**config.mk**
```make
export PLATFORM = sky130hd
export DESIGN_NAME = ps2_keyboard_rx
export DESIGN_NICKNAME = d
export VERILOG_FILES = /design/src/rtl/ps2_pkg.sv /design/src/rtl/ps2_sync_filter.sv /design/src/rtl/ps2_keyboard_rx.sv
export SDC_FILE = /design/constraint.sdc
export NUM_CORES = 1
export LEC_CHECK = 0
export BUFFER_PORTS_ARGS = -buffer_cell sky130_fd_sc_hd__buf_2
export CAP_MARGIN = 25
export CORE_AREA = 2 2 88 90
export DETAILED_ROUTE_END_ITERATION = 7
export DIE_AREA = 0 0 90 92
export MAX_ROUTING_LAYER = met4
export PLACE_DENSITY = 0.76
export SYNTH_ARGS = -nofsm -noshare
export SYNTH_HDL_FRONTEND = slang
export SYNTH_SLANG_ARGS = --single-unit
```
**constraint.sdc**
```tcl
create_clock -name iCLK -period 4.8 [get_ports iCLK]
set_input_delay 0 -clock iCLK [delete_from_list [all_inputs] [get_ports iCLK]]
set_output_delay 0 -clock iCLK [all_outputs]
set_load 0.005 [all_outputs]
```
**src/rtl/ps2_pkg.sv**
```systemverilog
// rtl/ps2_pkg.sv - shared types and constants for the PS/2 keyboard receiver
package ps2_pkg;
   typedef enum logic [1:0] {IDLE, DATA, PARITY, STOP} ps2_state_t;

   localparam logic [7:0] PS2_BREAK = 8'hF0;
   localparam logic [7:0] PS2_EXT   = 8'hE0;
endpackage

```
**src/rtl/ps2_sync_filter.sv**
```systemverilog
// rtl/ps2_sync_filter.sv - pin synchronisers, PS/2 clock deglitch filter and falling-edge strobe
module ps2_sync_filter #(
   parameter int FILTER_LEN = 8
) (
   input  logic clk,
   input  logic rst_n,
   input  logic ps2_clk,
   input  logic ps2_dat,
   output logic fall,
   output logic dat
);
   localparam int FW = $clog2(FILTER_LEN + 1);
   localparam logic [FW-1:0] FLT_LAST = FW'(FILTER_LEN - 1);
   localparam logic [FW-1:0] FLT_ONE  = FW'(1);

   logic [1:0]    clk_sync;
   logic [1:0]    dat_sync;
   logic          filt;
   logic [FW-1:0] cnt;

   // Counter tracks consecutive samples that disagree with the filtered level; any agreeing sample restarts it.
   always_ff @(posedge clk or negedge rst_n) begin
      if (!rst_n) begin
         clk_sync <= 2'b11;
         dat_sync <= 2'b11;
         filt     <= 1'b1;
         cnt      <= '0;
         fall     <= 1'b0;
      end else begin
         clk_sync <= {clk_sync[0], ps2_clk};
         dat_sync <= {dat_sync[0], ps2_dat};
         fall     <= 1'b0;
         if (clk_sync[1] == filt) begin
            cnt <= '0;
         end else if (cnt == FLT_LAST) begin
            filt <= clk_sync[1];
            cnt  <= '0;
            fall <= filt;
         end else begin
            cnt <= cnt + FLT_ONE;
         end
      end
   end

   assign dat = dat_sync[1];
endmodule

```
**src/rtl/ps2_keyboard_rx.sv**
```systemverilog
// rtl/ps2_keyboard_rx.sv - PS/2 frame receiver with scancode FIFO and space-key level tracker
module ps2_keyboard_rx
   import ps2_pkg::*;
#(
   parameter int         FILTER_LEN  = 8,
   parameter int         TIMEOUT_CYC = 100000,
   parameter int         FIFO_DEPTH  = 4,
   parameter logic [7:0] SPACE_CODE  = 8'h29
) (
   input  logic       iCLK,
   input  logic       iRST,
   input  logic       iPS2_CLK,
   input  logic       iPS2_DAT,
   input  logic       iRD,
   output logic [7:0] oDATA,
   output logic       oEMPTY,
   output logic       oOVF,
   output logic       oERR,
   output logic       oSPACE
);
   localparam int PW = $clog2(FIFO_DEPTH);
   localparam int CW = PW + 1;
   localparam int TW = $clog2(TIMEOUT_CYC + 1);
   localparam logic [PW-1:0] PTR_ONE  = PW'(1);
   localparam logic [CW-1:0] CNT_ONE  = CW'(1);
   localparam logic [CW-1:0] CNT_FULL = CW'(FIFO_DEPTH);
   localparam logic [TW-1:0] TO_ONE   = TW'(1);
   localparam logic [TW-1:0] TO_LAST  = TW'(TIMEOUT_CYC - 1);

   logic          fall;
   logic          dat;
   ps2_state_t    state;
   ps2_state_t    next_state;
   logic [7:0]    shreg;
   logic [2:0]    bit_cnt;
   logic          par_bit;
   logic [TW-1:0] tcnt;
   logic          timeout;
   logic          shift_en;
   logic          par_en;
   logic          good;
   logic          bad;
   logic          push_q;
   logic          err_q;
   logic [7:0]    byte_q;
   logic [7:0]    mem [FIFO_DEPTH];
   logic [PW-1:0] wr_ptr;
   logic [PW-1:0] rd_ptr;
   logic [CW-1:0] count;
   logic          pop;
   logic          full;
   logic          push_ok;
   logic          ovf;
   logic          brk_pend;
   logic          ext_pend;
   logic          space;

   ps2_sync_filter #(.FILTER_LEN(FILTER_LEN)) u_sync_filter (
      .clk     (iCLK),
      .rst_n   (iRST),
      .ps2_clk (iPS2_CLK),
      .ps2_dat (iPS2_DAT),
      .fall    (fall),
      .dat     (dat)
   );

   assign timeout = (tcnt == TO_LAST);

   always_ff @(posedge iCLK or negedge iRST) begin
      if (!iRST) state <= IDLE;
      else       state <= next_state;
   end

   always_comb begin
      next_state = state;
      case (state)
         IDLE:    if (fall && !dat) next_state = DATA;
         DATA:    if (fall && bit_cnt == 3'd7) next_state = PARITY;
                  else if (!fall && timeout) next_state = IDLE;
         PARITY:  if (fall) next_state = STOP;
                  else if (timeout) next_state = IDLE;
         STOP:    if (fall || timeout) next_state = IDLE;
         default: next_state = IDLE;
      endcase
   end

   always_comb begin
      shift_en = (state == DATA) && fall;
      par_en   = (state == PARITY) && fall;
      good     = (state == STOP) && fall && dat && ((^shreg) ^ par_bit);
      bad      = ((state == STOP) && fall && !good) ||
                 ((state != IDLE) && !fall && timeout);
   end

   always_ff @(posedge iCLK or negedge iRST) begin
      if (!iRST) begin
         shreg   <= '0;
         bit_cnt <= '0;
         par_bit <= 1'b0;
         tcnt    <= '0;
         push_q  <= 1'b0;
         err_q   <= 1'b0;
         byte_q  <= '0;
      end else begin
         if (shift_en) shreg <= {dat, shreg[7:1]};
         if (state == IDLE) bit_cnt <= '0;
         else if (shift_en) bit_cnt <= bit_cnt + 3'd1;
         if (par_en) par_bit <= dat;
         if (state == IDLE || fall) tcnt <= '0;
         else tcnt <= tcnt + TO_ONE;
         push_q <= good;
         err_q  <= bad;
         if (good) byte_q <= shreg;
      end
   end

   // A push into a full FIFO still lands when a pop frees the head in the same cycle.
   assign full    = (count == CNT_FULL);
   assign pop     = iRD && (count != '0);
   assign push_ok = push_q && (!full || pop);

   always_ff @(posedge iCLK or negedge iRST) begin
      if (!iRST) begin
         for (int i = 0; i < FIFO_DEPTH; i++) mem[i] <= '0;
         wr_ptr <= '0;
         rd_ptr <= '0;
         count  <= '0;
         ovf    <= 1'b0;
      end else begin
         if (push_ok) begin
            mem[wr_ptr] <= byte_q;
            wr_ptr      <= wr_ptr + PTR_ONE;
         end
         if (pop) rd_ptr <= rd_ptr + PTR_ONE;
         if (push_q && full && !pop) ovf <= 1'b1;
         case ({push_ok, pop})
            2'b10:   count <= count + CNT_ONE;
            2'b01:   count <= count - CNT_ONE;
            default: count <= count;
         endcase
      end
   end

   always_ff @(posedge iCLK or negedge iRST) begin
      if (!iRST) begin
         brk_pend <= 1'b0;
         ext_pend <= 1'b0;
         space    <= 1'b0;
      end else if (push_q) begin
         if (byte_q == PS2_BREAK) begin
            brk_pend <= 1'b1;
         end else if (byte_q == PS2_EXT) begin
            ext_pend <= 1'b1;
         end else begin
            if (byte_q == SPACE_CODE && !ext_pend) space <= !brk_pend;
            brk_pend <= 1'b0;
            ext_pend <= 1'b0;
         end
      end else if (err_q) begin
         brk_pend <= 1'b0;
         ext_pend <= 1'b0;
      end
   end

   assign oDATA  = mem[rd_ptr];
   assign oEMPTY = (count == '0);
   assign oOVF   = ovf;
   assign oERR   = err_q;
   assign oSPACE = space;
endmodule

```
==> run metrics <==
final cell count without fillers 470; gr busiest metal met2; final setup vio count 0; Antenna diodes 0; Initial Utilization 57.6%; Power Total 1.73 mW; dpl hpwl 4710 µm; Max FO, Critical Path 7; Syn Inst Count 341; max_cap viols 0; CTS H-tree depth 3; final hold vios 0; routing usage on met1 24.4%; Synth Area in XOR/XNOR 5.57%; Critical Path RT 5.07 ns; Final min period 2.38 ns; die height 92 µm; DR iter-0 viols 121; global-route wire length before repair 12400 µm; initial antenna violation count 0; Yosys reg bits 94; WL per Instance 15.1 µm; mux cell area share after synthesis 17.8%; Post-Synth Simple-Gate Area 11.2%; clock skew 0.0129 ns; Total Nets Final 377; setup TNS 0 ns; post-synthesis adder-cell area fraction 2.80%; Final Cell Area 4770 µm²; dpl cells 450; Core Area 7450 µm²; PD cells 363 nW/µm²; TritonCTS Buffers 9; clock latency on the worst-skew pair 0.35 ns; Seq/Total Area, Yosys 54.9%; drt total wl 7120 µm; vias per cell 5.56; compound-gate portion of the synthesized area 5.42%; Slew @ Worst Pin 0.602 ns; via count 2614; Die Wd 90 µm; Area after DPL 4480 µm²; period utilization 49.5%; number of remaining DRC errors 0; clk buf depth 2; Post-synth EDFFs 0; met2 track demand over resource 32.5%; Slew Viols, Final 0; Post-Syn Nets 355; Detailed Routing Iterations Pass 1 5; average size of a mapped cell 12.6 µm²; Std-Cell Rows 32; CP startpoint kind register; largest net degree at the start of global routing 50; RePlAce Congestion 0.786; root buffer cell clkbuf_8; DIE AREA 8280 µm²; run status complete, no violations; postcts setup bufs 0; Slew HR 59.9%; fraction of registers with async set/reset 100%; TritonCTS clock tree done; LEAKAGE 2.24 nW; dominant synthesized flop cell dfrtp_1; grt met3 use 4.44%; Resize count post-CTS 0; Routed Antenna Nets 0; critical path class register to register; CTS clock-pin slew for the worst setup and hold paths 0.09 ns; Hold Path Class input port to asynchronous set/reset pin; largest family of logic cells by synthesized area multiplexers; number of global-route vias before repair 2572; RSZ-0062 raised after global routing false; Overall Global Routing Usage 19.5%; final core utilization 64.1%; layout cells sized above 1 28.0%; synth-to-layout area growth 11.1%; Peak Freq 420 MHz; I/O pin count 17; Yosys cell types 46; CTS sink count 94; yosys warns 0; total gr overflow 0; synthesized cell area 4290 µm²; I/O Buffers 16; VDD IR max 0.000209 V; Worst Path Arrival 2.65 ns; CP Capture Type register
kinds of logic after synthesis:
family          after synthesis
xor+xnor                     24
buf+inv                      26
mux                          59
fa+ha+maj                     9
flops                        94
simple gates                 91
compound gates               38
power breakdown:
group          switching (mW)  internal (mW)
registers              0.0709          0.832
logic                  0.0852          0.101
clock network           0.269          0.376
total                   0.425           1.31
cells in the mapped netlist, types with 2 or more instances:
cell type,number,area [µm²]
dfrtp_1,89,2230
mux2_2,48,541
nor2_1,22,82.6
nand2_1,18,67.6
o21ai_0,17,85.1
inv_1,15,56.3
xnor2_1,15,131
clkbuf_1,8,30.0
ha_1,8,100
mux4_2,8,180
nor3_1,7,35.0
xor2_1,7,61.3
a21oi_1,6,30.0
nand3_1,6,30.0
nand4_1,6,37.5
dfstp_2,5,131
nor4_1,5,31.3
a22o_1,4,35.0
nand2_2,4,25.0
nor2b_1,4,25.0
nor3b_1,4,30.0
or3_1,3,18.8
and4_1,2,17.5
buf_1,2,7.51
mux2i_1,2,20.0
nand3b_1,2,15.0
o21bai_1,2,15.0
o22ai_1,2,12.5
or2_2,2,12.5
or4_1,2,15.0
worst paths after layout:
kind                                                start                         to  slack, ns  depth (start not counted)
min in group iCLK                                iPS2_CLK  u_sync_filter.clk_sync[0]       0.29                          2
worst max-delay path                             count[0]                   count[1]       2.42                          8
max in group asynchronous                            iRST                    mem[27]       3.59                          3
worst max register to register                   count[0]                   count[1]       2.42                          8
worst min register to register  u_sync_filter.clk_sync[0]  u_sync_filter.clk_sync[1]       0.35                          0
worst min-delay path                                 iRST                    mem[26]       0.18                          2
per-layer routing:
layer / routed length (µm) / up-vias
met1: 3280 / 1321
met5: 0 / -
met2: 3590 / 38
met3: 173 / 5
met4: 78 / 0
li1: - / 1250
final cells by class:
cell class | instances | area [µm²]
Clock inverter | 5 | 104
Fill cell | 578 | 2680
Tap cell | 102 | 128
Sequential cell | 94 | 2360
Inverter | 15 | 56.3
Multi-Input combinational cell | 221 | 1840
Clock buffer | 11 | 151
Timing Repair Buffer | 22 | 138
flip-flops by register name, summed over array words and instances (netlist names), 2 cells and up:
signal / count
mem: 32
tcnt: 17
byte_q: 8
shreg: 8
u_sync_filter.cnt: 4
bit_cnt: 3
count: 3
rd_ptr: 2
state: 2
u_sync_filter.clk_sync: 2
u_sync_filter.dat_sync: 2
wr_ptr: 2
timing repair:
item,in CTS,in global routing
hold endpoints to repair,43,0
setup endpoints to repair,0,0
hold buffers,4,0
worst max-delay path, stage by stage, from the launching register on:
cell      delay (ns)
dfrtp_1         0.43
or2_2           0.37
o21ai_0         0.29
or2_2           0.18
fa_1            0.44
o21bai_1        0.17
a31oi_1         0.14
o21ai_0         0.10
a22oi_1         0.18
cells in the final DEF, fill, tap and decap left out, drive strengths merged, types with 8 or more instances in the layout:
cell,instances
ha,8
inv,16
mux2,48
dfrtp,89
xnor2,15
mux4,8
buf,18
clkbuf,11
o21ai,17
nand2,22
nor2,22
stage by stage:
step	hold WS, ns	setup slack, ns
final	0.181	2.42
after global routing	0.236	2.26
after CTS	0.202	2.44
after detailed placement	0.0418	2.48
after global placement	0.0368	2.57
after floorplan	-0.296	2.57
(Power assumes the default switching activity.)
